<file path="src/rtl/mips_cycle_sequencer.sv">
// Multi-cycle MIPS control sequencer: fetch/decode/exec/mem/wb over a stalling single-port bus.
// Optional SEQ_MULDIV_EN adds a MULDIV wait state with muldiv_start/muldiv_done handshake.
module mips_cycle_sequencer #(
  parameter int unsigned WAIT_TIMEOUT = 255
) (
  input  logic       clk,
  input  logic       reset_n,
  input  logic [5:0] opcode,
  input  logic [5:0] funct,
  input  logic       waitrequest,
  input  logic       pc_next_zero,
`ifdef SEQ_MULDIV_EN
  input  logic       muldiv_done,
  output logic       muldiv_start,
`endif
  output logic       mem_read,
  output logic       mem_write,
  output logic       addr_sel,
  output logic       ir_write,
  output logic       reg_write,
  output logic       pc_write,
  output logic       active,
  output logic       timeout_err,
  output logic [2:0] state
);

  typedef enum logic [2:0] {
    S_IDLE   = 3'd0,
    S_FETCH  = 3'd1,
    S_DECODE = 3'd2,
    S_EXEC   = 3'd3,
    S_MEM    = 3'd4,
    S_WB     = 3'd5,
    S_HALT   = 3'd6,
    S_MULDIV = 3'd7
  } st_t;

  st_t cur_st, nxt_st;

  // Instruction class, combinational from IR fields
  logic op_load, op_store, op_nowb, op_md;

  always_comb begin
    op_load  = opcode inside {[6'h20:6'h26]};
    op_store = opcode inside {6'h28, 6'h29, 6'h2B};
    op_md    = (opcode == 6'h00) && (funct inside {[6'h18:6'h1B]});
    op_nowb  = (opcode inside {6'h01, 6'h02, [6'h04:6'h07]}) ||
               ((opcode == 6'h00) && (funct == 6'h08));
`ifndef SEQ_MULDIV_EN
    op_nowb  = op_nowb || op_md;
`endif
  end

  // Class is captured in DECODE so EXEC/MEM do not depend on IR timing
  logic cls_load, cls_store, cls_nowb;
`ifdef SEQ_MULDIV_EN
  logic cls_md;
`endif

  always_ff @(posedge clk or negedge reset_n) begin
    if (!reset_n) begin
      cls_load  <= 1'b0;
      cls_store <= 1'b0;
      cls_nowb  <= 1'b0;
`ifdef SEQ_MULDIV_EN
      cls_md    <= 1'b0;
`endif
    end else if (cur_st == S_DECODE) begin
      cls_load  <= op_load;
      cls_store <= op_store;
      cls_nowb  <= op_nowb;
`ifdef SEQ_MULDIV_EN
      cls_md    <= op_md;
`endif
    end
  end

  // Watchdog over consecutive bus stall cycles
  logic [7:0] wd_cnt;
  logic       bus_st, stall, wd_fire;
  localparam logic [8:0] WD_LIM = 9'(WAIT_TIMEOUT);

  assign bus_st  = (cur_st == S_FETCH) || (cur_st == S_MEM);
  assign stall   = bus_st && waitrequest;
  assign wd_fire = (WAIT_TIMEOUT != 0) && stall && (({1'b0, wd_cnt} + 9'd1) >= WD_LIM);

  always_ff @(posedge clk or negedge reset_n) begin
    if (!reset_n) begin
      wd_cnt <= 8'd0;
    end else if (stall) begin
      if (wd_cnt != 8'hFF) wd_cnt <= wd_cnt + 8'd1;
    end else if (bus_st) begin
      wd_cnt <= 8'd0;
    end
  end

  always_ff @(posedge clk or negedge reset_n) begin
    if (!reset_n)     timeout_err <= 1'b0;
    else if (wd_fire) timeout_err <= 1'b1;
  end

  always_ff @(posedge clk or negedge reset_n) begin
    if (!reset_n) cur_st <= S_IDLE;
    else          cur_st <= nxt_st;
  end

  always_comb begin
    nxt_st    = cur_st;
    mem_read  = 1'b0;
    mem_write = 1'b0;
    addr_sel  = 1'b0;
    ir_write  = 1'b0;
    reg_write = 1'b0;
    pc_write  = 1'b0;
`ifdef SEQ_MULDIV_EN
    muldiv_start = 1'b0;
`endif
    unique case (cur_st)
      S_IDLE:   nxt_st = S_FETCH;
      S_FETCH: begin
        mem_read = 1'b1;
        if (!waitrequest) begin
          ir_write = 1'b1;
          nxt_st   = S_DECODE;
        end
      end
      S_DECODE: nxt_st = S_EXEC;
      S_EXEC: begin
        if (cls_load || cls_store) begin
          nxt_st = S_MEM;
`ifdef SEQ_MULDIV_EN
        end else if (cls_md) begin
          muldiv_start = 1'b1;
          nxt_st       = S_MULDIV;
`endif
        end else if (cls_nowb) begin
          pc_write = 1'b1;
          nxt_st   = S_FETCH;
        end else begin
          nxt_st = S_WB;
        end
      end
      S_MEM: begin
        addr_sel  = 1'b1;
        mem_read  = cls_load;
        mem_write = cls_store && !cls_load;
        if (!waitrequest) begin
          if (cls_store && !cls_load) begin
            pc_write = 1'b1;
            nxt_st   = S_FETCH;
          end else begin
            nxt_st = S_WB;
          end
        end
      end
      S_WB: begin
        reg_write = 1'b1;
        pc_write  = 1'b1;
        nxt_st    = S_FETCH;
      end
      S_HALT:   nxt_st = S_HALT;
`ifdef SEQ_MULDIV_EN
      S_MULDIV: begin
        if (muldiv_done) begin
          pc_write = 1'b1;
          nxt_st   = S_FETCH;
        end
      end
`endif
      default:  nxt_st = S_HALT;
    endcase
    // A commit to PC 0 or a watchdog expiry overrides the normal successor
    if (pc_write && pc_next_zero) nxt_st = S_HALT;
    if (wd_fire)                  nxt_st = S_HALT;
  end

  assign active = (cur_st != S_IDLE) && (cur_st != S_HALT);
  assign state  = cur_st;

  a_bus_mutex: assert property (@(posedge clk) disable iff (!reset_n) !(mem_read && mem_write));
  a_ir_pulse:  assert property (@(posedge clk) disable iff (!reset_n) ir_write  |=> !ir_write);
  a_rw_pulse:  assert property (@(posedge clk) disable iff (!reset_n) reg_write |=> !reg_write);
  a_pc_pulse:  assert property (@(posedge clk) disable iff (!reset_n) pc_write  |=> !pc_write);

endmodule

</file>
<file path="config.mk">
export PLATFORM = sky130hd
export DESIGN_NAME = mips_cycle_sequencer
export DESIGN_NICKNAME = d
export VERILOG_FILES = /design/src/rtl/mips_cycle_sequencer.sv
export SDC_FILE = /design/constraint.sdc
export NUM_CORES = 1
export LEC_CHECK = 0
export CAP_MARGIN = 0
export CORE_UTILIZATION = 48
export DETAILED_ROUTE_END_ITERATION = 8
export PLACE_DENSITY = 0.78
export REMOVE_ABC_BUFFERS = 1
export SLEW_MARGIN = 10
export SYNTH_ARGS = -nofsm -noshare
export SYNTH_HDL_FRONTEND = slang
export SYNTH_SLANG_ARGS = --single-unit
</file>
<file path="constraint.sdc">
create_clock -name clk -period 2.3 [get_ports clk]
set_input_delay 0.575 -clock clk [delete_from_list [all_inputs] [get_ports clk]]
set_output_delay 0.575 -clock clk [all_outputs]
set_load 0.01 [all_outputs]
</file>
==> summary.txt <==
Run status
  • Status: finished, final reports clean

Timing
  • Slew @ Worst Pin: 0.693 ns
  • Slew HR: 0.537
  • Endpoints failing setup: 0
  • Max Fclk: 0.448 GHz
  • Max Slew Vio Count: 0
  • Total negative slack: 0 ns
  • Final Critical Period: 2.23 ns
  • Tcrit/Tclk final: 0.970
  • Skew final: 0.000639 ns
  • Final hold vios: 0

Synth
  • Seq cells post-synth: 15
  • Mapped Area: 0.00109 mm²
  • EDFF count, synth: 0
  • Mux cell area share after synthesis: 0.00922
  • Sequential area share after synthesis: 0.346
  • Xor-xnor portion of the synthesized cell area: 0.0311
  • Async S/R FF share, synth: 1.00
  • Simple-gate share of the synthesized area: 0.298
  • Syn_area_per_cell: 8.29 µm²
  • Main combinational cell family by area after synthesis: simple AND/OR/NAND/NOR gates
  • Synth Area in Compound Gates: 0.228
  • Ys Warns: 0
  • Post-synth top flop: dfrtp_1
  • Gate Count Post-Synth: 131
  • Adder-cell share of the synthesized area: 0.0230
  • Synth cell types: 46

Drt
  • Starting DRT DRC Count: 29
  • Post-Route WL: 2.78 mm
  • Average wire per cell in the routed design: 14.6 µm
  • Router iterations before antenna repair: 5
  • Detail Route Antenna Nets: 0
  • Vias: 1118
  • DRC: 0
  • Drt via density: 5.88

Critical path
  • Worst Path Arrival: 1.66 ns
  • CP startpoint kind: primary input
  • CP required: 1.73 ns
  • WS Path Type: primary input to output pin
  • Largest stage delay, worst path: 0.45 ns
  • CP Max Fanout: 2
  • CP Buf/Inv Count: 2
  • Critical Path Sink Type: output pin
  • Cell chain of the critical path: clkdlybuf4s50_1, nor3b_2, o21ai_2, nand2_1, dlygate4sd2_1
  • Critical path's top delay family: buffers and inverters
  • Crit-path slowest cell: clkdlybuf4s50_1

Min path
  • Hold WC Path Type: flop to flop

Global routing
  • Largest net degree at the start of global routing: 16
  • Global-route wire length before repair: 4.82 mm
  • GRT Residual Overflow: 0
  • Number of global-route vias before repair: 1036
  • Total GRT Usage: 0.259
  • Initial antenna violation count: 0

Cells and area
  • # nets final: 182
  • Post-Layout Inst Area: 0.00144 mm²
  • Antenna cells: 0
  • Commonest non-fill, non-tap cell in the layout: clkdlybuf4s50_1
  • Commonest cells after routing, fill and taps aside: clkdlybuf4s50_1, nand2_1, dfrtp_1, o21ai_0
  • Share of layout cells above drive strength 1: 0.129
  • Fin util: 0.703
  • Layout area overhead: 32.3%

Floorplan
  • Initial Utilization: 0.532
  • # IOs: 27
  • FP Rows: 16
  • CORE AREA: 0.00204 mm²
  • Area of the die: 0.00246 mm²
  • Die height: 49.6 µm
  • Die W: 49.6 µm

Power and ir drop
  • VDD IR max: 0.000269 V
  • Power Dens Cells: 327 mW/mm²
  • Static leakage: 0.000655 µW

Clocking
  • Worst-skew pair later-pin latency: 0.29 ns
  • Sink Count: 15
  • Htree depth: 1
  • Worst-path clk slew: 0.09 ns
  • CTS Hold Bufs: 0
  • Worst-case clock buffer depth: 2
  • CTS Buf Count: 3
  • CTS tree: yes
  • Root buffer cell: clkbuf_4

Place
  • Post-DP Area: 0.00137 mm²
  • Gpl congestion: 0.805
  • Post-DP HPWL: 1.97 mm
  • Number of port buffers: 26

Flow run
  • Max cap viols: 0
-- where the power goes --
group / switching (µW) / internal [µW]
Combinational: 16.7 / 28.7
Sequential: 3.26 / 265
Clock: 91.3 / 64.7
-- per-stage QoR --
stage	worst slack [ns]	total power [µW]	hold slack [ns]	std cells
after floorplan	0.540	281	0.279	124
after global placement	-0.237	318	0.469	183
after detailed placement	-0.297	319	0.467	183
after CTS	0.00609	472	0.492	190
after global routing	-0.0179	492	0.511	190
final	0.0686	470	0.486	190
-- Yosys cell counts (2+ instances only) --
| cell | number | area (µm²) |
|---|---|---|
| nand2_1 | 18 | 67.6 |
| dfrtp_1 | 15 | 375 |
| o21ai_0 | 11 | 55.1 |
| nor2_1 | 9 | 33.8 |
| a21oi_1 | 6 | 30.0 |
| nand3_1 | 6 | 30.0 |
| inv_1 | 5 | 18.8 |
| nor2b_1 | 5 | 31.3 |
| buf_6 | 3 | 33.8 |
| nand2b_1 | 3 | 18.8 |
| nor3_1 | 3 | 15.0 |
| o21ai_1 | 3 | 15.0 |
| or3_1 | 3 | 18.8 |
| a41oi_1 | 2 | 17.5 |
| and3_1 | 2 | 12.5 |
| buf_2 | 2 | 10.0 |
| clkbuf_1 | 2 | 7.51 |
| ha_1 | 2 | 25.0 |
| nand3b_1 | 2 | 15.0 |
| nand4_1 | 2 | 12.5 |
| o21bai_1 | 2 | 15.0 |
-- repair_timing --
item,CTS,global route
pin swaps,1,0
setup buffers,3,0
setup endpoints to repair,6,2
gates resized for setup,7,3
-- logic make-up (layout without fill, tap and decap cells) --
logic type,Yosys count,in the layout
AOI/OAI and AO/OA,36,36
xor gates and xnor gates,3,3
adders and majority gates,2,2
buffers and inverters,12,44
DFF,15,15
muxes,1,1
and+or+nand+nor,62,62
-- area by class of cell --
class	instances	area, µm²
clock buffer	3	22.5
clock inverter	1	5.00
fill	172	606
inverter	5	18.8
multi-input combinational	104	649
sequential	15	378
tap	27	33.8
timing repair buffer	35	329
-- layer usage --
metal  track usage  part of all wire  vias up
li1              -                 -      543
met1         0.367              0.48      535
met2         0.387              0.46       36
met3        0.0494             0.044        4
met4        0.0952             0.012        0
met5             0                 0        -
-- final timing paths --
path | from | endpoint | slack [ns] | cells after the start
hold reg to reg | timeout_err | timeout_err | 0.49 | 1
setup / recovery | waitrequest | pc_write | 0.07 | 5
hold / removal | timeout_err | timeout_err | 0.49 | 1
min in group asynchronous | reset_n | wd_cnt[6] | 0.70 | 1
setup reg to reg | wd_cnt[0] | wd_cnt[6] | 0.43 | 5
max in group asynchronous | reset_n | state[2] | 1.12 | 1
-- flip-flops by register name, indices dropped and copies added, names as in the netlist --
name / count
state: 3
cls_nowb: 1
cls_load: 1
timeout_err: 1
wd_cnt: 8
cls_store: 1
No activity file was read; power rests on OpenSTA's default activity.
